[src/rtl/vga_scan_ctrl.sv]
`timescale 1ns/1ps
// vga_scan_ctrl
//
// VGA timing generator and pixel fetch pipeline. A free-running h/v scan
// counter walks each line as sync, back porch, active, front porch, and each
// frame in the same order. Stage 1 turns the count into a pixel-memory read
// (row/col address plus an active-low strobe). The sync, enable, border and
// pulse flags then travel down an RD_LAT-deep delay line so that they leave
// the block on the same clock as the colour that memory returns for that
// pixel.
//
// Ports
//   vga_clk      pixel clock
//   clrn         asynchronous active-low reset
//   scale        upscale select (0 = 1x, 1 = 2x, 2 = 4x, 3 = 1x), sampled
//                only at the first count of a frame
//   border_en    overlay a 1-pixel border of border_color on the active area
//   border_color border pixel, {b, g, r} packing
//   d_in         pixel data from memory, {b, g, r} packing
//   row_addr     pixel-memory row address (held outside the active area)
//   col_addr     pixel-memory column address (held outside the active area)
//   rdn          read strobe, low for exactly the active pixels
//   r, g, b      colour outputs, zero whenever de is low
//   hs, vs       sync outputs, active level set by HS_POL / VS_POL
//   de           display enable, aligned with r/g/b
//   line_start   one-cycle pulse on the output cycle of h = 0
//   frame_start  one-cycle pulse on the output cycle of h = 0, v = 0
//
// Pipeline contract: stage-1 registers are loaded at edge k, memory presents
// d_in before edge k + RD_LAT, and r/g/b/hs/vs/de/pulses for that pixel all
// register at edge k + RD_LAT. H_TOTAL and V_TOTAL must not exceed 1024 and
// RD_LAT must be 1..4.
module vga_scan_ctrl #(
    parameter int   H_ACTIVE = 640,
    parameter int   H_FP     = 16,
    parameter int   H_SYNC   = 96,
    parameter int   H_BP     = 48,
    parameter int   V_ACTIVE = 480,
    parameter int   V_FP     = 10,
    parameter int   V_SYNC   = 2,
    parameter int   V_BP     = 33,
    parameter logic HS_POL   = 1'b0,
    parameter logic VS_POL   = 1'b0,
    parameter int   CW       = 4,
    parameter int   RD_LAT   = 1
) (
    input  logic            vga_clk,
    input  logic            clrn,
    input  logic [1:0]      scale,
    input  logic            border_en,
    input  logic [3*CW-1:0] border_color,
    input  logic [3*CW-1:0] d_in,
    output logic [9:0]      row_addr,
    output logic [9:0]      col_addr,
    output logic            rdn,
    output logic [CW-1:0]   r,
    output logic [CW-1:0]   g,
    output logic [CW-1:0]   b,
    output logic            hs,
    output logic            vs,
    output logic            de,
    output logic            line_start,
    output logic            frame_start
);

    localparam int H_TOTAL = H_SYNC + H_BP + H_ACTIVE + H_FP;
    localparam int V_TOTAL = V_SYNC + V_BP + V_ACTIVE + V_FP;

    localparam logic [9:0] H_LAST    = 10'(H_TOTAL - 1);
    localparam logic [9:0] V_LAST    = 10'(V_TOTAL - 1);
    localparam logic [9:0] H_SYNC_W  = 10'(H_SYNC);
    localparam logic [9:0] V_SYNC_W  = 10'(V_SYNC);
    localparam logic [9:0] H_ACT_LO  = 10'(H_SYNC + H_BP);
    localparam logic [9:0] H_ACT_HI  = 10'(H_SYNC + H_BP + H_ACTIVE - 1);
    localparam logic [9:0] V_ACT_LO  = 10'(V_SYNC + V_BP);
    localparam logic [9:0] V_ACT_HI  = 10'(V_SYNC + V_BP + V_ACTIVE - 1);
    localparam logic [9:0] X_LAST    = 10'(H_ACTIVE - 1);
    localparam logic [9:0] Y_LAST    = 10'(V_ACTIVE - 1);
    localparam logic       HS_IDLE   = ~HS_POL;
    localparam logic       VS_IDLE   = ~VS_POL;

    logic [9:0] h_count;
    logic [9:0] v_count;
    logic [1:0] shift_q;      // latched scale, already folded to a shift amount

    logic       at_origin;
    logic       active;
    logic       on_border;
    logic       hs_now;
    logic       vs_now;
    logic [9:0] x_pos;
    logic [9:0] y_pos;

    // Bit 0 is the stage-1 copy; bit RD_LAT is what leaves the block.
    logic [RD_LAT:0] p_hs;
    logic [RD_LAT:0] p_vs;
    logic [RD_LAT:0] p_de;
    logic [RD_LAT:0] p_bd;    // border_en already folded in
    logic [RD_LAT:0] p_ls;
    logic [RD_LAT:0] p_fs;

    // ---------------------------------------------------------------------
    // Scan counters
    // ---------------------------------------------------------------------
    always_ff @(posedge vga_clk or negedge clrn) begin
        if (!clrn) begin
            h_count <= '0;
            v_count <= '0;
        end else if (h_count == H_LAST) begin
            h_count <= '0;
            v_count <= (v_count == V_LAST) ? 10'd0 : v_count + 10'd1;
        end else begin
            h_count <= h_count + 10'd1;
        end
    end

    // Scale only changes at the frame origin so a frame never mixes zooms.
    // Code 3 is folded to 1x here so the datapath only ever sees 0..2.
    always_ff @(posedge vga_clk or negedge clrn) begin
        if (!clrn) begin
            shift_q <= '0;
        end else if (at_origin) begin
            shift_q <= (scale == 2'd3) ? 2'd0 : scale;
        end
    end

    // ---------------------------------------------------------------------
    // Decode of the current count
    // ---------------------------------------------------------------------
    always_comb begin
        at_origin = (h_count == 10'd0) && (v_count == 10'd0);
        active    = (h_count >= H_ACT_LO) && (h_count <= H_ACT_HI) &&
                    (v_count >= V_ACT_LO) && (v_count <= V_ACT_HI);
        // Only meaningful inside the active area; wraps harmlessly elsewhere.
        x_pos     = h_count - H_ACT_LO;
        y_pos     = v_count - V_ACT_LO;
        on_border = (x_pos == 10'd0) || (x_pos == X_LAST) ||
                    (y_pos == 10'd0) || (y_pos == Y_LAST);
        hs_now    = (h_count < H_SYNC_W) ? HS_POL : HS_IDLE;
        vs_now    = (v_count < V_SYNC_W) ? VS_POL : VS_IDLE;
    end

    // ---------------------------------------------------------------------
    // Stage 1, flag delay line and colour output
    // ---------------------------------------------------------------------
    always_ff @(posedge vga_clk or negedge clrn) begin
        if (!clrn) begin
            row_addr <= '0;
            col_addr <= '0;
            rdn      <= 1'b1;
            p_hs     <= {(RD_LAT+1){HS_IDLE}};
            p_vs     <= {(RD_LAT+1){VS_IDLE}};
            p_de     <= '0;
            p_bd     <= '0;
            p_ls     <= '0;
            p_fs     <= '0;
            r        <= '0;
            g        <= '0;
            b        <= '0;
        end else begin
            rdn <= ~active;
            // Addresses hold through blanking so memory sees no spurious change.
            if (active) begin
                col_addr <= x_pos >> shift_q;
                row_addr <= y_pos >> shift_q;
            end

            p_hs <= {p_hs[RD_LAT-1:0], hs_now};
            p_vs <= {p_vs[RD_LAT-1:0], vs_now};
            p_de <= {p_de[RD_LAT-1:0], active};
            p_bd <= {p_bd[RD_LAT-1:0], active & border_en & on_border};
            p_ls <= {p_ls[RD_LAT-1:0], (h_count == 10'd0)};
            p_fs <= {p_fs[RD_LAT-1:0], at_origin};

            // Colour registers in the same edge as the last delay stage, so
            // decide from the flags one stage earlier.
            if (!p_de[RD_LAT-1]) begin
                {b, g, r} <= '0;
            end else if (p_bd[RD_LAT-1]) begin
                {b, g, r} <= border_color;
            end else begin
                {b, g, r} <= d_in;
            end
        end
    end

    assign hs          = p_hs[RD_LAT];
    assign vs          = p_vs[RD_LAT];
    assign de          = p_de[RD_LAT];
    assign line_start  = p_ls[RD_LAT];
    assign frame_start = p_fs[RD_LAT];

endmodule
[config.mk]
export PLATFORM = sky130hd
export DESIGN_NAME = vga_scan_ctrl
export DESIGN_NICKNAME = d
export VERILOG_FILES = /design/src/rtl/vga_scan_ctrl.sv
export SDC_FILE = /design/constraint.sdc
export NUM_CORES = 1
export LEC_CHECK = 0
export CORE_MARGIN = 4
export CORE_UTILIZATION = 40
export DETAILED_ROUTE_END_ITERATION = 16
export PLACE_DENSITY_LB_ADDON = 0.05
export SLEW_MARGIN = 20
export SYNTH_ARGS = -nofsm -noshare
export SYNTH_HDL_FRONTEND = slang
export SYNTH_SLANG_ARGS = --single-unit
[constraint.sdc]
create_clock -name vga_clk -period 3.8 [get_ports vga_clk]
set_input_delay 0.76 -clock vga_clk [delete_from_list [all_inputs] [get_ports vga_clk]]
set_output_delay 0.76 -clock vga_clk [all_outputs]
set_load 0.05 [all_outputs]
==> results of run 1 <==
-- cells in the final DEF, fill, tap and decap left out, types with 10 or more instances in the layout --
| master | instances |
|---|---|
| a21oi_1 | 15 |
| clkdlybuf4s50_1 | 65 |
| dfrtp_1 | 61 |
| ha_1 | 10 |
| inv_1 | 17 |
| mux2_2 | 17 |
| mux2i_1 | 22 |
| nand2_1 | 23 |
| nor2_1 | 26 |
| nor2b_1 | 16 |
| o21ai_0 | 13 |
| xnor2_1 | 10 |
| xor2_1 | 10 |
-- area by class of cell --
| class | instances | area [um^2] | share of cell area (%) |
|---|---|---|---|
| clock buffers | 10 | 128 | 2.66 |
| clock inverters | 6 | 115 | 2.40 |
| inverters | 17 | 63.8 | 1.33 |
| multi-input cells | 261 | 1980 | 41.3 |
| flip-flops and latches | 66 | 1660 | 34.6 |
| well taps | 129 | 161 | 3.37 |
| repair buffers | 70 | 689 | 14.4 |
-- layer usage --
metal	vias up	track usage [%]	share of wire (%)
met2	80	24.1	43
met4	0	6.57	2.0
li1	1424	-	-
met1	1388	23.9	49
met3	13	3.67	5.8
met5	-	0	0
-- cells by family (layout without fill, tap and decap cells) --
| kind of cell | count (synthesis) | in the layout |
|---|---|---|
| and+or+nand+nor | 119 | 119 |
| muxes | 45 | 45 |
| xor gates and xnor gates | 20 | 20 |
| adders and majority gates | 10 | 10 |
| DFF | 66 | 66 |
| AOI/OAI and AO/OA | 67 | 67 |
| buffers and inverters | 48 | 103 |
-- worst reg2reg max path: cells and delay by family (launching register included) --
kind,cells,cell delay [ps]
AO/OA/AOI/OAI,3,740
flip-flops,1,520
AND/OR/NAND/NOR,2,900
adder cells (fa/ha/maj),1,580
-- worst min-delay path by stage --
stage,depth (start not counted),from,endpoint,slack [ps]
after CTS,0,p_ls[0],p_ls[1],350
after floorplan,0,p_fs[0],p_fs[1],330
after global placement,0,p_fs[0],p_fs[1],330
final,0,p_ls[0],p_ls[1],350
after global routing,0,p_ls[0],p_ls[1],360
after detailed placement,0,p_ls[0],p_ls[1],330
-- metrics by stage --
stage / hold WS (ps) / setup WS (ps) / cells / utilization, %
final: 350 / 964 / 559 / 51.6
after global routing: 357 / 803 / 559 / 51.6
after CTS: 352 / 888 / 558 / 51.5
after detailed placement: 335 / 931 / 542 / 48.9
after global placement: 334 / 966 / 542 / 48.9
after floorplan: 331 / 1460 / 375 / -
-- registers in the layout (all words and copies together), names as in the netlist, 4 cells and up --
name / flops
col_addr: 10
h_count: 10
row_addr: 10
v_count: 10
b: 4
g: 4
r: 4
-- power groups by stage --
stage          Clock (mW)  Combinational, mW  Sequential, mW
2_1_floorplan           0             0.0345           0.718
3_3_place_gp            0             0.0866           0.717
3_5_place_dp            0             0.0878           0.717
4_1_cts             0.748             0.0883           0.703
5_1_grt             0.776             0.0974           0.703
6_report            0.728             0.0859           0.703
==> impl_results.md, run 1 <==
* Status: completed
* Seq cells post-synth at 66
* Number of enable flip-flop cells after synthesis at 0
* Post-cts sizing count at 0
* Setup slack, reg-to-reg at 960 ps
* Final net count at 464
* PwrDens at 316 mW/mm^2
* Reg power frac at a little under half
* FF-to-FF End: p_bd[0]
* Fin Setup TNS at 0 ps
* Crit path DAT at 3080 ps
* Via-per-instance ratio at 5.20
* N_diodes at 0
* Vias in the first global route at 2871
* Setup crit end kind: flip-flop
* Worst slew margin at 49.6%
* LEAKAGE at 2.11 nW
* Power share of the combinational group at 5.7%
* H-tree level count at 3
* Post-Synth Adder-Cell Area at 3.27%
* Post-CTS Setup Bufs at 0
* Slowest CP cell: ha_1
* GPL Wtd Cong at roughly 0.84
* Vias at a little under 3000
* Initial antenna violation count at 0
* Post-DP Area at roughly 0.0045 mm^2
* DIE HEIGHT at roughly 110 um
* Initial DRC Count at 95
* CTS tree: done
* Maximum vdd drop at 153 uV
* Most common cell in the netlist: dfrtp_1
* Worst Path Required at 4050 ps
* Root buf cell: clkbuf_8
* Port buffer count at 66
* Synth area leaders: dfrtp_1, mux2i_1, mux2_2
* Synth unique cells at 58
* Setup CP Type: flip-flop to flip-flop
* Cts bufs inserted at 9
* Hold Path Class: flip-flop to flip-flop
* WL final at 8740 um
* Synth Area in XOR/XNOR at under 10%
* Setup crit start: v_count[1]
* YS warnings at 0
* Die area at 0.0112 mm^2
* R2R depth at 6
* Sink Count at 66
* Post-Synth Simple-Gate Area at 16.8%
* Switching pwr at 0.332 mW
* Cell count along the critical path at 6
* First-pass GRT wire length at 14900 um
* Sw Ratio at 21.9%
* Hold-fix buffers, CTS at 0
* WP buf/inv at 0
* Total track usage at 16.6%
* Largest family of logic cells by synthesized area: simple AND/OR/NAND/NOR gates
* Die width at 106 um
* Compound-Gate Fraction of Synth Area at 12.3%
* Final setup fails at 0
* Post-synthesis mux area share at 14.5%
* Final Max Tran Viols at 0
* Share of the yosys chip area belonging to registers at 43.3%
* Area growth syn-to-layout at 25.2%
* Crit path time final at about 2800 ps
* Slew @ Worst Pin at roughly 750 ps
* Ys flop type: dfrtp_1
* Syn Std Cell Area at roughly 0.0038 mm^2
* Post-Syn Nets at 414
* Int Pwr at around 1.2 mW
* Worst skew pair latency at 340 ps
* MaxCap Viol Count at 0
* Async S/R FF share, synth at between 90% and 100%
* # fillers at 876
* Clock slew at reported path FFs at 80 ps
* Global route total overflow at 0
* Detailed Place HPWL at 6390 um
* Post-route cell area at 0.00479 mm^2
* FMAX at ~350 MHz
* Final worst-path cycle share at 74.6%
* Largest net degree at the start of global routing at 39
* Final ANT Viol Nets at 0
* Initial DRT Pass Iterations at 4
* Critical Path Fanout Max at 14
* Power after layout at 1.52 mW
* Largest stage delay, worst path at about 570 ps
* Setup Skew at 12.1 ps
* Cell Chain, Critical Path: ha_1 -> o41a_1 -> o221ai_2 -> or4_1 -> or3_1 -> a311oi_2
* Post-synth top area share at 39.9%
* Delay-heaviest family, CP: simple AND/OR/NAND/NOR gates
* Syn avg cell area at 10.2 um^2
* Core area at 0.00928 mm^2
* Gate Count Post-Synth at roughly 380
* Layout cells sized above 1 at 12.1%
* Final hold viol count at 0
* Drt wl/cell at 15.6 um
* Critical Path Start Type: flip-flop
* Top Ports at 67
* CTS max path bufs at 2
* Row cnt at 35
* Initial core utilization at 41.2%
* Reg2reg start: v_count[1]
* RSZ-0062 raised after global routing: no
* Synth area leader: dfrtp_1
* Clock Power Share at 48.0%
* Worst Setup EP: p_bd[0]
* Residual DRC at 0
* Top post-synthesis cells by count: dfrtp_1, nor2_1, nand2_1
(Power assumes the default switching activity.)
==> inputs of run 2 (changes only) <==
==> constraint.sdc (replaced) <==
create_clock -name vga_clk -period 2.5 [get_ports vga_clk]
set_input_delay 0.5 -clock vga_clk [delete_from_list [all_inputs] [get_ports vga_clk]]
set_output_delay 0.5 -clock vga_clk [all_outputs]
set_load 0.05 [all_outputs]
==> impl_results.md, run 2 (same netlist as run 1, synthesis figures left out) <==
* Via-per-instance ratio at 5.12 (was 5.20)
* Post-CTS Setup Bufs at 0 (unchanged)
* Area growth syn-to-layout at 26.8% (was 25.2%)
* Sw Ratio at 25.9% (was 21.9%)
* Top Ports at 67 (unchanged)
* Final worst slack at 127 ps (was 964 ps)
* Final net count at 478 (was 464)
* Worst Path Required at 2750 ps (was 4050 ps)
* Worst skew pair latency at 350 ps (was 340 ps)
* Hold-fix buffers, CTS at 0 (unchanged)
* Status: completed (unchanged)
* GPL Wtd Cong at 0.795 (was 0.840)
* Switching pwr at 0.525 mW (was 0.332 mW)
* Row cnt at 35 (unchanged)
* Crit path DAT at 2630 ps (was 3080 ps)
* Clock Power Share at 40.7% (was 48.0%)
* Port buffer count at 66 (unchanged)
* Vias in the first global route at 2972 (was 2871)
* Most common cell after layout, fill and taps aside: clkdlybuf4s50_1 (unchanged)
* N_diodes at 0 (unchanged)
* Crit path time final at 2370 ps (was 2840 ps)
* Int Pwr at 1.50 mW (was 1.19 mW)
* CTS tree: done (unchanged)
* Final ANT Viol Nets at 0 (unchanged)
* Hold Path Class: primary input to asynchronous set/reset pin (was flip-flop to flip-flop)
* Detailed Place HPWL at 6580 um (was 6390 um)
* Initial DRC Count at 124 (was 95)
* Setup Skew at 6.95 ps (was 12.1 ps)
* Worst slew margin at 56.8% (was 49.6%)
* Total track usage at 16.8% (was 16.6%)
* Setup CP Type: flip-flop to flip-flop (unchanged)
* Place WS at 141 ps (was 931 ps)
* Critical Path Fanout Max at 5 (was 14)
* Setup crit end kind: flip-flop (unchanged)
* PwrDens at 418 mW/mm^2 (was 316 mW/mm^2)
* Reg power frac at 52.8% (was 46.4%)
* Initial antenna violation count at 0 (unchanged)
* LEAKAGE at 2.15 nW (was 2.11 nW)
* H-tree level count at 3 (unchanged)
* RSZ-0062 raised after global routing: no (unchanged)
* Initial DRT Pass Iterations at 4 (unchanged)
* WL final at 8930 um (was 8740 um)
* Drt wl/cell at 15.6 um (about the same)
* Residual DRC at 0 (unchanged)
* Critical Path Start Type: flip-flop (unchanged)
* Vias at 2935 (was 2905)
* FMAX at 421 MHz (was 353 MHz)
* Root buf cell: clkbuf_8 (unchanged)
* First-pass GRT wire length at 15200 um (was 14900 um)
* Clock slew at reported path FFs at 80 ps (about the same)
* Maximum vdd drop at 197 uV (was 153 uV)
* Sink Count at 66 (unchanged)
* Final Max Tran Viols at 0 (unchanged)
* Global route total overflow at 0 (unchanged)
* Final worst-path cycle share at 94.9% (was 74.6%)
* MaxCap Viol Count at 0 (unchanged)
* Post-cts sizing count at 0 (unchanged)
* R2R depth at 6 (unchanged)
* Cts bufs inserted at 9 (unchanged)
* Core area at 0.00928 mm^2 (unchanged)
* Slew @ Worst Pin at 649 ps (was 754 ps)
* Post-DP Area at 0.00468 mm^2 (was 0.00454 mm^2)
* Placed cells at 557 (was 542)
* Die width at 106 um (unchanged)
* Fin cells at 573 (was 559)
* Largest net degree at the start of global routing at 67 (was 39)
* DIE HEIGHT at 106 um (unchanged)
* Final setup fails at 0 (unchanged)
* Final hold viol count at 0 (unchanged)
* Layout cells sized above 1 at 15.1% (was 12.1%)
* Die area at 0.0112 mm^2 (unchanged)
* CTS max path bufs at 2 (unchanged)
* Post-route cell area at 0.00485 mm^2 (was 0.00479 mm^2)
* Fin Setup TNS at 0 ps (unchanged)
* Power share of the combinational group at 6.5% (was 5.7%)
* Commonest cells after routing, fill and taps aside: clkdlybuf4s50_1, dfrtp_1, nor2_1, nand2_1, mux2i_1 (unchanged)
* Initial core utilization at 41.2% (unchanged)
==> run 2: changes by cell type in the layout (fill, tap and decap cells not counted), moves of 2 or more <==
cell	delta
bufinv_16	-3
inv_6	+2
clkinv_4	-2
buf_4	+13
buf_12	+2
clkinvlp_4	+3
==> run 2: path summary, 6_finish.rpt <==
check	start	end	slack [ps]
hold / removal	clrn	g[2]	150
hold reg to reg	p_fs[0]	p_fs[1]	350
max in group asynchronous	clrn	rdn	2020
setup / recovery	v_count[0]	p_bd[0]	130
setup reg to reg	v_count[0]	p_bd[0]	130
min in group vga_clk	p_fs[0]	p_fs[1]	350
==> run 2: metrics by stage <==
step	hold slack [ps]	total power [mW]	util (%)
finish	155	2.03	52.3
global route	170	2.12	52.3
CTS	161	2.07	52.3
detailed placement	336	1.23	50.4
global placement	334	1.22	50.4
floorplan	204	1.14	-
==> run 2: critical path, cell delays in order, from the launching register on <==
cell and delay (ps):
dfrtp_1 380, ha_1 230, o41a_1 420, xnor2_1 220, or4_1 430, or3_1 370
a311oi_2 240
==> run 2: layout make-up <==
type | count | area (um^2)
fillers | 870 | 4430
multi-input cells | 261 | 1980
flip-flops and latches | 66 | 1660
repair buffers | 84 | 816
well taps | 129 | 161
clock buffers | 9 | 124
inverters | 17 | 63.8
clock inverters | 7 | 52.6
==> run 2: routing by layer <==
metal	track usage [%]	vias to the layer above	wire length [um]
met5	0	-	0
met4	5.83	0	127
met3	3.86	12	452
met2	25.0	67	3880
met1	24.0	1396	4470
li1	-	1460	-
==> run 2: power by group through the flow <==
| stage | combinational [mW] | clock, mW | sequential, mW |
|---|---|---|---|
| floorplan | 0.0524 | 0 | 1.09 |
| global placement | 0.133 | 0 | 1.09 |
| detailed placement | 0.135 | 0 | 1.09 |
| CTS | 0.135 | 0.861 | 1.07 |
| global route | 0.148 | 0.899 | 1.07 |
| finish | 0.132 | 0.826 | 1.07 |
==> inputs of run 3 (changes only) <==
--- a/config.mk
+++ b/config.mk
@@ -5,7 +5,6 @@
 export SDC_FILE = /design/constraint.sdc
 export NUM_CORES = 1
 export LEC_CHECK = 0
-export CORE_MARGIN = 4
 export CORE_UTILIZATION = 40
 export DETAILED_ROUTE_END_ITERATION = 16
 export PLACE_DENSITY_LB_ADDON = 0.05
==> constraint.sdc (replaced) <==
create_clock -name vga_clk -period 2.85 [get_ports vga_clk]
set_input_delay 0.57 -clock vga_clk [delete_from_list [all_inputs] [get_ports vga_clk]]
set_output_delay 0.57 -clock vga_clk [all_outputs]
set_load 0.05 [all_outputs]
==> impl_results.md, run 3 (same netlist as run 1, synthesis figures left out) <==
* Most common cell after layout, fill and taps aside: clkdlybuf4s50_1 (unchanged)
* Initial core utilization at 41.4% (was 41.2%)
* Final hold viol count at 0 (unchanged)
* LEAKAGE at 2.16 nW (was 2.15 nW)
* PwrDens at 416 mW/mm^2 (was 418 mW/mm^2)
* Clock slew at reported path FFs at 80 ps (about the same)
* Fin Setup TNS at 0 ps (unchanged)
* Largest net degree at the start of global routing at 38 (was 67)
* FMAX at 414 MHz (was 421 MHz)
* Critical Path Fanout Max at 13 (was 5)
* Setup CP Type: flip-flop to flip-flop (unchanged)
* CTS max path bufs at 2 (unchanged)
* Setup Skew at 8.55 ps (was 6.95 ps)
* Commonest cells after routing, fill and taps aside: clkdlybuf4s50_1, dfrtp_1, nor2_1, nand2_1, mux2i_1 (unchanged)
* Residual DRC at 0 (unchanged)
* Setup crit end kind: flip-flop (unchanged)
* Hold-fix buffers, CTS at 0 (unchanged)
* Worst Path Required at 3080 ps (was 2750 ps)
* Final setup fails at 0 (unchanged)
* Post-cts sizing count at 0 (unchanged)
* Die width at 99.8 um (was 106 um)
* Worst skew pair latency at 340 ps (was 350 ps)
* Final worst-path cycle share at 84.7% (was 94.9%)
* Crit path DAT at 2650 ps (was 2630 ps)
* Critical Path Start Type: flip-flop (unchanged)
* Root buf cell: clkbuf_8 (unchanged)
* Cts bufs inserted at 9 (unchanged)
* Slew @ Worst Pin at 711 ps (was 649 ps)
* Crit path time final at 2420 ps (was 2370 ps)
* CTS tree: done (unchanged)
* Layout cells sized above 1 at 13.9% (was 15.1%)
* Final net count at 473 (was 478)
* Final worst slack at 435 ps (was 127 ps)
* Detailed Place HPWL at 6270 um (was 6580 um)
* Via-per-instance ratio at 5.23 (was 5.12)
* Status: completed (unchanged)
* Area growth syn-to-layout at 27.3% (was 26.8%)
* Sink Count at 66 (unchanged)
* Final ANT Viol Nets at 0 (unchanged)
* GPL Wtd Cong at 0.815 (was 0.795)
* Top Ports at 67 (unchanged)
* Post-CTS Setup Bufs at 0 (unchanged)
* Final Max Tran Viols at 0 (unchanged)
* Die area at 0.00997 mm^2 (was 0.0112 mm^2)
* Place WS at 323 ps (was 141 ps)
* R2R depth at 8 (was 6)
* # fillers at 873 (was 870)
* H-tree level count at 3 (unchanged)
* Worst slew margin at 52.5% (was 56.8%)
* Vias at 2969 (was 2935)
* Hold Path Class: primary input to asynchronous set/reset pin (unchanged)
* RSZ-0062 raised after global routing: no (unchanged)
* Maximum vdd drop at 208 uV (was 197 uV)
* Core area at 0.00924 mm^2 (was 0.00928 mm^2)
* Global route total overflow at 0 (unchanged)
* N_diodes at 0 (unchanged)
* WL final at 8630 um (was 8930 um)
* Row cnt at 35 (unchanged)
* Vias in the first global route at 2789 (was 2972)
* Total track usage at 18.5% (was 16.8%)
* Initial antenna violation count at 0 (unchanged)
* First-pass GRT wire length at 14400 um (was 15200 um)
* Drt wl/cell at 15.2 um (was 15.6 um)
* DIE HEIGHT at 99.8 um (was 106 um)
* Initial DRT Pass Iterations at 4 (unchanged)
* Hold_ws at 263 ps (was 155 ps)
* Port buffer count at 66 (unchanged)
* MaxCap Viol Count at 0 (unchanged)
* Initial DRC Count at 118 (was 124)
[run 3: changes by cell type in the layout (fill, tap and decap cells not counted)]
cell        before  now
buf_4           16   11
clkinv_2         1    0
buf_12           2    1
clkbuf_1         0    1
clkinvlp_4       4    1
inv_6            2    0
clkinv_4         0    2
buf_6            0    1
bufinv_16        0    3
[run 3: power by group]
group	internal [mW]	leakage [nW]	switching (mW)	total (mW)
Sequential	0.937	0.888	0.000654	0.938
Combinational	0.0605	1.16	0.0543	0.115
Clock	0.585	0.117	0.391	0.976
Total	1.58	2.16	0.446	2.03
[run 3: worst max-delay path: stages (launching register included)]
cell and delay [ps]:
dfrtp_1 570, inv_1 160, ha_1 310, nand2b_1 120, o21ai_0 80, a21oi_1 270
o311ai_4 280, buf_6 240, mux2_2 270
[run 3: path summary, 6_finish.rpt]
path,start,to,slack (ps)
hold / removal,clrn,p_ls[1],260
hold reg to reg,p_fs[0],p_fs[1],360
setup reg to reg,h_count[4],col_addr[4],430
setup / recovery,h_count[4],col_addr[4],430
min in group vga_clk,p_fs[0],p_fs[1],360
max in group asynchronous,clrn,p_vs[0],1880
[run 3: layer usage]
layer	share of wire, %	global-route usage [%]	vias to the layer above
met3	5.5	3.90	14
met1	50	27.5	1417
met5	0	0	-
met4	2.0	7.92	0
met2	42	26.1	77
li1	-	-	1461
[run 3: layout make-up]
| class | instances | area, um^2 | area share, % |
|---|---|---|---|
| clock buffers | 10 | 128 | 2.62 |
| clock inverters | 6 | 115 | 2.36 |
| inverters | 17 | 63.8 | 1.31 |
| multi-input cells | 261 | 1980 | 40.6 |
| flip-flops and latches | 66 | 1660 | 34.0 |
| well taps | 129 | 161 | 3.31 |
| repair buffers | 79 | 769 | 15.8 |
[run 3: through the flow]
step	power, mW	utilization [%]	cell area [um^2]	instances
floorplan	1.00	-	3830	375
global placement	1.07	50.0	4620	551
detailed placement	1.07	50.0	4620	551
CTS	2.05	52.6	4860	567
global route	2.11	52.8	4870	568
finish	2.03	52.8	4870	568
